--- src/rtl/dac_spi_monitor.sv ---
// Passive deserializer for the VCXO-trim DAC serial link.
// Oversamples sclk/mosi/sync_n, decodes 24-bit frames into hdr/dat,
// flags short, overlong and stalled frames, and never drives the bus.
//
// state    | meaning
// ---------+-------------------------------------------------------------
// ST_ARM   | wait for sync_n high so a frame already in flight is skipped
// ST_IDLE  | bus quiet, waiting for a sync_n falling edge
// ST_SHIFT | frame open, shifting in bits and running the stall timer
module dac_spi_monitor #(
   parameter string DEVICE      = "E200",
   parameter bit    SAMPLE_RISE = 1'b1,
   parameter int    TIMEOUT     = 4095
) (
   input  logic        clk,
   input  logic        reset_n,
   input  logic        sclk,
   input  logic        mosi,
   input  logic        sync_n,
   output logic [15:0] dat,
   output logic [7:0]  hdr,
   output logic        valid,
   output logic        err_len,
   output logic        err_ovr,
   output logic        err_tmo,
   output logic        pd_err,
   output logic        busy,
   output logic [15:0] frame_cnt,
   output logic [7:0]  err_cnt
);

   localparam bit IS_AD = (DEVICE == "E310V2");
   // Down-counter loaded with TIMEOUT-1 and fired at zero, i.e. on the
   // TIMEOUT-th cycle spent in ST_SHIFT.
   localparam int TW = (TIMEOUT > 1) ? $clog2(TIMEOUT) : 1;
   localparam logic [TW-1:0] TMO_LOAD = TW'(TIMEOUT - 1);

   typedef enum logic [1:0] {ST_ARM, ST_IDLE, ST_SHIFT} state_t;

   state_t        state_q, state_d;
   logic [2:0]    sclk_q, sclk_d;
   logic [2:0]    sync_q, sync_d;
   logic [1:0]    mosi_q, mosi_d;
   logic [1:0]    flush_q, flush_d;
   logic [23:0]   sr_q, sr_d;
   logic [4:0]    bitcnt_q, bitcnt_d;
   logic [TW-1:0] tmo_q, tmo_d;
   logic [15:0]   dat_q, dat_d;
   logic [7:0]    hdr_q, hdr_d;
   logic          pd_q, pd_d;
   logic          valid_q, valid_d;
   logic          len_q, len_d;
   logic          ovr_q, ovr_d;
   logic          tmop_q, tmop_d;
   logic [15:0]   frame_cnt_q, frame_cnt_d;
   logic [7:0]    err_cnt_q, err_cnt_d;

   logic sample;
   logic sync_fall;
   logic sync_rise;

   // Edge detection on the synchronized copies plus next-state/output decode.
   always_comb begin
      sclk_d      = {sclk_q[1:0], sclk};
      sync_d      = {sync_q[1:0], sync_n};
      mosi_d      = {mosi_q[0], mosi};
      // The synchronizer reset values are not real bus history; ST_ARM
      // waits two cycles so it judges sync_n from samples of the pin.
      flush_d     = {flush_q[0], 1'b1};
      sample      = SAMPLE_RISE ? (sclk_q[1] & ~sclk_q[2]) : (~sclk_q[1] & sclk_q[2]);
      sync_fall   = ~sync_q[1] & sync_q[2];
      sync_rise   = sync_q[1] & ~sync_q[2];
      state_d     = state_q;
      sr_d        = sr_q;
      bitcnt_d    = bitcnt_q;
      tmo_d       = tmo_q;
      dat_d       = dat_q;
      hdr_d       = hdr_q;
      pd_d        = pd_q;
      valid_d     = 1'b0;
      len_d       = 1'b0;
      ovr_d       = 1'b0;
      tmop_d      = 1'b0;
      frame_cnt_d = frame_cnt_q;
      case (state_q)
         ST_ARM: begin
            if (flush_q[1] && sync_q[1]) state_d = ST_IDLE;
         end
         ST_IDLE: begin
            if (sync_fall) begin
               sr_d     = '0;
               bitcnt_d = '0;
               tmo_d    = TMO_LOAD;
               state_d  = ST_SHIFT;
            end
         end
         ST_SHIFT: begin
            // A bit arriving with the sync_n rise is counted before the length check.
            if (sample) begin
               sr_d     = {sr_q[22:0], mosi_q[1]};
               bitcnt_d = bitcnt_q + 5'd1;
            end
            if (sample && bitcnt_q == 5'd24) begin
               ovr_d   = 1'b1;
               state_d = ST_ARM;
            end else if (sync_rise) begin
               if (bitcnt_d == 5'd24) begin
                  hdr_d       = sr_d[23:16];
                  dat_d       = sr_d[15:0];
                  pd_d        = IS_AD ? (|sr_d[17:16]) : 1'b0;
                  valid_d     = 1'b1;
                  frame_cnt_d = frame_cnt_q + 16'd1;
               end else begin
                  len_d = 1'b1;
               end
               state_d = ST_IDLE;
            end else if (tmo_q == '0) begin
               tmop_d  = 1'b1;
               state_d = ST_ARM;
            end else begin
               tmo_d = tmo_q - 1'b1;
            end
         end
         default: state_d = ST_ARM;
      endcase
      err_cnt_d = err_cnt_q;
      if ((len_d || ovr_d || tmop_d) && err_cnt_q != 8'hFF) err_cnt_d = err_cnt_q + 8'd1;
   end

   // State, synchronizers and registered outputs with synchronous reset.
   always_ff @(posedge clk) begin
      if (!reset_n) begin
         state_q     <= ST_ARM;
         sclk_q      <= 3'b000;
         sync_q      <= 3'b111;
         mosi_q      <= 2'b00;
         flush_q     <= 2'b00;
         sr_q        <= '0;
         bitcnt_q    <= '0;
         tmo_q       <= '0;
         dat_q       <= '0;
         hdr_q       <= '0;
         pd_q        <= 1'b0;
         valid_q     <= 1'b0;
         len_q       <= 1'b0;
         ovr_q       <= 1'b0;
         tmop_q      <= 1'b0;
         frame_cnt_q <= '0;
         err_cnt_q   <= '0;
      end else begin
         state_q     <= state_d;
         sclk_q      <= sclk_d;
         sync_q      <= sync_d;
         mosi_q      <= mosi_d;
         flush_q     <= flush_d;
         sr_q        <= sr_d;
         bitcnt_q    <= bitcnt_d;
         tmo_q       <= tmo_d;
         dat_q       <= dat_d;
         hdr_q       <= hdr_d;
         pd_q        <= pd_d;
         valid_q     <= valid_d;
         len_q       <= len_d;
         ovr_q       <= ovr_d;
         tmop_q      <= tmop_d;
         frame_cnt_q <= frame_cnt_d;
         err_cnt_q   <= err_cnt_d;
      end
   end

   assign dat       = dat_q;
   assign hdr       = hdr_q;
   assign pd_err    = pd_q;
   assign valid     = valid_q;
   assign err_len   = len_q;
   assign err_ovr   = ovr_q;
   assign err_tmo   = tmop_q;
   assign busy      = (state_q == ST_SHIFT);
   assign frame_cnt = frame_cnt_q;
   assign err_cnt   = err_cnt_q;

endmodule
--- config.mk ---
export PLATFORM = sky130hd
export DESIGN_NAME = dac_spi_monitor
export DESIGN_NICKNAME = d
export VERILOG_FILES = /design/src/rtl/dac_spi_monitor.sv
export SDC_FILE = /design/constraint.sdc
export NUM_CORES = 1
export LEC_CHECK = 0
export CORE_UTILIZATION = 40
export DETAILED_ROUTE_END_ITERATION = 10
export PLACE_DENSITY_LB_ADDON = 0.08
export SYNTH_ARGS = -nofsm -noshare
export SYNTH_HDL_FRONTEND = slang
export SYNTH_SLANG_ARGS = --single-unit
--- constraint.sdc ---
create_clock -name clk -period 2.7 [get_ports clk]
set_input_delay 0.54 -clock clk [delete_from_list [all_inputs] [get_ports clk]]
set_output_delay 0.54 -clock clk [all_outputs]
set_load 0.02 [all_outputs]
# Yosys cells after proc, flatten, opt, wreduce, memory -nomap -nowiden
# Index checks and enable logic that the tools add are counted.
[op_classes]
bitwise_logic = 10
eq_ne = 11
reduce_logical = 13
n_addsub = 4
muxes = 30
[op_table]
columns = ["op", "count"]
rows = [
  ["$mux W12", 4],
  ["$mux W24", 2],
  ["$pmux W24 S2", 1],
  ["$pmux W12 S2", 1],
  ["$add A16 B1 Y16 const B", 1],
  ["$mux W5", 3],
  ["$logic_not A12 Y1", 1],
  ["$mux W1", 12],
  ["$sub A12 B1 Y12 const B", 1],
  ["$eq A5 B5 Y1 const B", 2],
  ["$mux W2", 5],
  ["$ne A2 B2 Y1 const B", 5],
  ["$pmux W5 S2", 1],
  ["$add A8 B1 Y8 const B", 1],
  ["$ne A8 B8 Y1 const B", 1],
  ["$not A1 Y1", 7],
  ["$pmux W2 S3", 1],
  ["$add A5 B1 Y5 const B", 1],
  ["$reduce_and A5 Y1", 1],
  ["$ne A4 B1 Y1 const B", 1],
  ["$reduce_and A4 Y1", 1],
  ["$reduce_or A4 Y1", 1],
  ["$and A1 B1 Y1", 3],
  ["$logic_and A1 B1 Y1", 3],
  ["7 further kinds", 8],
]
[word_totals]
regBits = 105
wordCells = 85

# Longest topological paths before layout
# Gate-level depths: netlist (run 1).
[logic_depth]
depth_word = 12
depth_mapped = 10
depth_no_buf = 8

# Worst setup path after synthesis (run 1)
# No wires, ideal clock.
[synth_timing]
path_type = "flip-flop to flip-flop"
start = "register bitcnt_q[0]"
end = "register frame_cnt_q[11] (netlist: frame_cnt[11])"
required_time_ps = 2630
arrival_time_ps = 2296
path_stages_with_launch = 9
slack_ps = 333
setup_ps = 70
cell_sequence = "dfxtp_1 -> inv_1 -> ha_1 -> nor3_2 -> o221ai_1 -> or4_4 -> buf_6 -> or3_1 -> a21oi_1"
[synth_between]
elab_chain_cells = 5
[synth_rtl]
columns = ["element", "line", "rtl"]
rows = [
  ["start: declaration", "46", "logic [4:0] bitcnt_q, bitcnt_d;"],
  ["start signal: assignment", "157", "bitcnt_q <= bitcnt_d;"],
  ["$add A5 B1 Y5", "101", "bitcnt_d = bitcnt_q + 5'd1;"],
  ["$mux W5", "99", "if (sample) begin"],
  ["$mux W5", "85", "case (state_q)"],
  ["$eq A5 B5 Y1", "107", "if (bitcnt_d == 5'd24) begin"],
  ["$reduce_and A4 Y1 (no source line) *", "n/a", ""],
  ["end signal: assignment", "166", "frame_cnt_q <= frame_cnt_d;"],
  ["end: declaration", "55", "logic [15:0] frame_cnt_q, frame_cnt_d;"],
]
# Every way passes the cells marked *; elsewhere a longest branch is shown, timed or not. The select of a mux whose other input is x is not followed.
# A chain may end at the register's enable or synchronous reset.

# Final worst setup path (run 1)
[layout_timing]
start = "register bitcnt_q[1]"
end = "register frame_cnt_q[15] (netlist: frame_cnt[15])"
# Same word-level chain as after synthesis.

==> results of run 1 <==
final cells by class:
class                      instances  area share
inverter                           9     0.00633
tap                              136      0.0319
clock buffer                      10      0.0258
timing repair buffer              72       0.133
multi-input combinational        366       0.400
clock inverter                     6     0.00961
sequential                       105       0.394
cell usage in the layout (no fill, tap or decap), types with 4 or more instances in the layout:
cell             count
dfxtp_1            104
nand2_1             68
nor2_1              67
clkdlybuf4s50_1     57
a21oi_1             31
a22oi_1             26
a311oi_1            25
nand3_1             18
buf_4               13
or3_1               12
o21ai_0             12
o31ai_1             11
nor3_1              10
or4_1               10
clkbuf_8            10
inv_1                7
nand2b_1             7
xor2_1               7
xnor2_1              7
and2_1               7
ha_1                 6
nand4_1              5
and3_1               4
worst paths after layout:
kind / startpoint / end / slack [ns] / depth (start not counted)
min: sync_q[0] / sync_q[1] / 0.42 / 1
min reg2reg: sync_q[0] / sync_q[1] / 0.42 / 1
max: bitcnt_q[1] / frame_cnt[15] / 0.18 / 7
max reg2reg: bitcnt_q[1] / frame_cnt[15] / 0.18 / 7
flip-flops by register name (all words and copies together) (netlist names):
name / cells
err_len: 1
hdr: 8
mosi_q: 2
bitcnt_q: 5
state_q: 2
err_cnt: 8
sclk_q: 3
dat: 16
flush_q: 2
tmo_q: 12
sr_q: 24
sync_q: 3
frame_cnt: 16
valid: 1
err_ovr: 1
err_tmo: 1
where the power goes:
part | total [mW] | internal [mW] | switching, mW
sequential | 1.57 | 1.56 | 0.0113
combinational | 0.118 | 0.0429 | 0.0750
clock | 0.927 | 0.374 | 0.553
cells by family after synthesis:
group                      Yosys count  synth area share
other                                1          0.000850
and+or+nand+nor                    226             0.248
AOI/OAI and AO/OA                  118             0.187
xor gates and xnor gates            14            0.0278
buffers and inverters               42            0.0408
muxes                                1           0.00227
DFF                                105             0.476
adders and majority gates            6            0.0170
critical path: cells and delay by family, from the launching register on:
kind	cells	cell delay (ns)
AND/OR/NAND/NOR	3	1.33
adder cells (fa/ha/maj)	1	0.31
flip-flops	1	0.42
buffers and inverters	1	0.07
AO/OA/AOI/OAI	2	0.33
layer usage:
metal  up-vias  part of all wire  track usage
li1       1938                 -            -
met1      1844              0.49        0.251
met4         0             0.015       0.0685
met2        76              0.46        0.284
met3        12             0.033       0.0280
met5         -                 0            0
through the flow:
step | power (mW) | instances
3_3_place_gp | 1.73 | 688
4_1_cts | 2.66 | 704
5_1_grt | 2.72 | 704
2_1_floorplan | 1.69 | 513
6_report | 2.62 | 704
3_5_place_dp | 1.73 | 688
==> flow_metrics.py, run 1 <==
metrics = {
    "status": {
        "status": "complete, no violations",
    },
    "flow_run": {
        "drv_cap": 0,
    },
    "floorplanning": {
        "pin_count": 59,
        "core_area_sq_um": 10500,
        "die_height_um": 107,
        "rows": 37,
        "die_x_um": 107,
        "start_util": 0.420,
        "die-area_sq_um": 11500,
    },
    "pwr": {
        "leakage_nw": 1.71,
        "powerDensity_nw_per_um2": 490,
        "vdd_drop_max_v": 0.000339,
    },
    "synth": {
        "synth_cell_types": 49,
        "synth_seq_cells": 105,
        "synth-edff-count": 0,
        "synth.top_cells.by_count": "dfxtp_1, nand2_1, nor2_1",
        "synthMostInstantiatedCell": "dfxtp_1",
        "ys.flop_type": "dfxtp_1",
        "synth_top_cell_by_area": "dfxtp_1",
        "synth_top_area_share": 0.476,
        "synth_nets": 524,
        "synth-async-reset-ratio": 0,
        "ys_top_cells_by_area": "dfxtp_1, nand2_1, nor2_1",
        "syn_area_per_cell_sq_um": 8.60,
        "netlist_instances": 513,
        "seq_area_frac_synth": 0.476,
        "yosys_warnings": 0,
        "synth_area_sq_um": 4410,
    },
    "cells_and_area": {
        "multi_input_area_sq_um": 2130,
        "layout-drive-gt1-share": 0.0722,
        "antenna_cells": 0,
        "ff_latch_area_sq_um": 2100,
        "final_area_sq_um": 5340,
        "fillers": 1047,
        "nNetsFinal": 574,
        "fin_util": 0.508,
        "area_growth_syn_to_layout_pct": 21.0,
    },
    "place": {
        "port_buffers": 57,
        "post_dp_cell_area_sq_um": 5150,
        "place_ws_ns": 0.157,
        "gp_congestion": 0.761,
        "dp_hpwl_um": 6470,
    },
    "timing": {
        "layout_min_cycle_time_ns": 2.52,
        "post-route-period-util": 0.935,
        "hold_ws_ns": 0.418,
        "fmax_ghz": 0.396,
        "rsz0062_at_grt": "no",
        "finClkSkew_ns": 0.0161,
        "drv_slew": 0,
        "setup-violations-final": 0,
        "layout_setup_ws_ns": 0.177,
        "final_hold_viol_count": 0,
        "worstMarginPinSlew_ns": 0.500,
        "slew_headroom": 0.666,
        "tns_ns": 0,
    },
    "clock_network": {
        "hold_buffers": 0,
        "cts.sinks": 105,
        "tritoncts": "built",
        "clk_latency_ns": 0.38,
        "clkTransAtPathRegs_ns": 0.10,
        "cts_resized": 0,
        "h-tree-depth": 3,
        "numCtsBuffers": 9,
        "root_buffer": "clkbuf_8",
        "clk_path_buf_depth": 2,
        "post_cts_buffers": 0,
    },
    "global_route": {
        "antenna_found_initial": 0,
        "grt_pass1_vias": 3610,
        "grt_overflow": 0,
        "grt_usage": 0.182,
        "grt_max_degree": 54,
        "grt_first_pass_wirelength_um": 16900,
    },
    "route": {
        "vias": 3870,
        "drtAntennaViolNets": 0,
        "drc": 0,
        "vias_per_cell": 5.50,
        "wl_um": 9890,
        "drt_iter0_drc": 204,
        "first_pass_iters": 4,
        "wire_per_inst_um": 14.1,
    },
    "critical_path": {
        "crit_required_ns": 3.01,
        "start_kind": "flip-flop",
        "crit_type": "reg -> reg",
        "arrival_ns": 2.83,
        "crit_slowest_cell": "or4_4",
        "cp-end-kind": "flip-flop",
        "path_cells": "inv_1, ha_1, nor3_2, o221ai_1, or4_4, or4_1, a21oi_1",
        "cpPeakStageDelay_ns": 0.64,
        "critPathMaxFanout": 13,
    },
    "min_path": {
        "hold_path_class": "reg -> reg",
    },
}
(Power assumes the default switching activity.)
==> run 2: changes to the inputs <==
clock period = 2.9 ns   (was 2.7 ns; I/O delays follow)
==> flow_metrics.py, run 2 (synthesis gave the netlist of run 1 again) <==
metrics = {
    "pwr": {
        "share_clk_of_total_power": 0.346,
        "p_seq_frac": 0.609,
        "combPwrFrac": 0.045,
        "switching_share": 0.247,
        "internal_power_mw": 1.81,
        "vdd_drop_max_v": 0.000264,
        "powerDensity_nw_per_um2": 454,
        "p_switching_mw": 0.593,
        "leakage_nw": 1.67,
    },
    "route": {
        "wl_um": 9620,
        "vias": 3805,
        "first_pass_iters": 4,
        "wire_per_inst_um": 13.7,
        "drt_iter0_drc": 173,
        "drtAntennaViolNets": 0,
        "vias_per_cell": 5.44,
        "drc": 0,
    },
    "critical_path": {
        "worstSetupStartpoint": "state_q[0]",
        "critPathMaxFanout": 9,
        "arrival_ns": 2.03,
        "reg2reg_to": "frame_cnt[15]",
        "cp-end-kind": "output port",
        "rr_startpoint": "bitcnt_q[0]",
        "cp-endpoint": "busy",
        "r2r_slack_ns": 0.31,
        "crit_required_ns": 2.32,
        "r2r_cells": 7,
        "crit_type": "reg -> out",
        "start_kind": "flip-flop",
    },
    "global_route": {
        "grt_max_degree": 92,
        "use_met1": 0.229,
        "use_met2": 0.294,
        "grt_first_pass_wirelength_um": 16300,
        "grt.met3_usage": 0.0353,
        "grt_busiest_layer": "met2",
        "grt_usage": 0.178,
        "antenna_found_initial": 0,
        "grt_overflow": 0,
        "grt_pass1_vias": 3507,
    },
    "cells_and_area": {
        "layout_commonest_cell": "dfxtp_1",
        "area_growth_syn_to_layout_pct": 20.1,
        "final_area_sq_um": 5300,
        "largest-register": "sr_q",
        "nNetsFinal": 570,
        "largest_reg_flops": 24,
        "antenna_cells": 0,
        "layout-drive-gt1-share": 0.0638,
        "final_cell_mix": "dfxtp_1, nand2_1, nor2_1",
        "fillers": 1029,
    },
    "min_path": {
        "hold_path_class": "reg -> reg",
        "min_path_cells": 1,
    },
    "timing": {
        "final_hold_viol_count": 0,
        "slew_headroom": 0.665,
        "worstMarginPinSlew_ns": 0.502,
        "drv_slew": 0,
        "finClkSkew_ns": 0.0127,
        "layout_setup_ws_ns": 0.285,
        "layout_min_cycle_time_ns": 2.61,
        "tns_ns": 0,
        "rsz0062_at_grt": "no",
        "post-route-period-util": 0.902,
        "setup-violations-final": 0,
        "fmax_ghz": 0.382,
    },
    "place": {
        "post_dp_cell_area_sq_um": 5120,
        "place_ws_ns": 0.328,
        "gp_congestion": 0.785,
        "dp_hpwl_um": 6150,
        "port_buffers": 57,
    },
    "floorplanning": {
        "core_area_sq_um": 10500,
        "start_util": 0.420,
        "pin_count": 59,
        "die-area_sq_um": 11500,
        "rows": 37,
        "die_x_um": 107,
        "die_height_um": 107,
    },
    "clock_network": {
        "root_buffer": "clkbuf_8",
        "post_cts_buffers": 0,
        "tritoncts": "built",
        "hold_buffers": 0,
        "clkTransAtPathRegs_ns": 0.10,
        "clk_path_buf_depth": 2,
        "numCtsBuffers": 9,
        "cts_resized": 0,
        "h-tree-depth": 3,
        "clk_latency_ns": 0.37,
        "cts.sinks": 105,
    },
    "flow_run": {
        "drv_cap": 0,
    },
    "status": {
        "status": "complete, no violations",
    },
}
==> run 2: cell types whose count changed in the layout (fill, tap and decap cells not counted) <==
cell        delta
clkinv_4       -2
dfxtp_2        -1
inv_8          -1
clkinvlp_4     +3
dfxtp_1        +1
buf_4          -4
inv_6          +1
clkbuf_8       -1
==> run 2: metal layers <==
layer,part of all wire,up-vias,routed length (um)
met5,0,-,0
met4,0.011,0,104
met3,0.044,7,425
met2,0.47,84,4550
met1,0.47,1786,4540
li1,-,1928,-
==> run 2: cell type report <==
class,count,area [sq um],share of cell area
clock inverter,7,53.8,0.0102
multi-input combinational,366,2130,0.403
tap,136,170,0.0321
inverter,9,33.8,0.00638
sequential,105,2100,0.397
timing repair buffer,68,678,0.128
clock buffer,9,124,0.0234
==> run 2: how the worst min path moves through the flow <==
stage,start,slack (ns),to
after global routing,flush_q[0],0.46,flush_q[1]
after floorplan,sync_q[0],0.39,sync_q[1]
after CTS,sync_q[0],0.42,sync_q[1]
after global placement,sync_q[0],0.39,sync_q[1]
final,sync_q[0],0.41,sync_q[1]
after detailed placement,sync_q[0],0.40,sync_q[1]
==> run 2: worst max-delay path: stages, from the launching register on <==
cell and delay, ns:
dfxtp_1 0.38, nand2b_1 0.35, clkinv_1 0.33, clkdlybuf4s50_1 0.62
==> run 2: stage by stage <==
| step | util | cells | power [mW] | hold slack [ns] |
|---|---|---|---|---|
| after global routing | 0.504 | 700 | 2.52 | 0.458 |
| after floorplan | - | 513 | 1.57 | 0.386 |
| final | 0.504 | 700 | 2.40 | 0.409 |
| after CTS | 0.504 | 700 | 2.44 | 0.418 |
| after global placement | 0.487 | 684 | 1.60 | 0.391 |
| after detailed placement | 0.487 | 684 | 1.61 | 0.395 |
==> run 2: power by group through the flow <==
stage	sequential (mW)	combinational (mW)	clock, mW
after floorplan	1.50	0.0786	0
after global placement	1.50	0.107	0
after detailed placement	1.50	0.107	0
after CTS	1.46	0.108	0.870
after global routing	1.47	0.119	0.934
final	1.46	0.107	0.833
==> run 3: changes to the inputs <==
SETUP_SLACK_MARGIN = 0.1   (was not set)
==> results of run 3 <==
No change in the layout: final DEF, timing and power equal those of run 2.
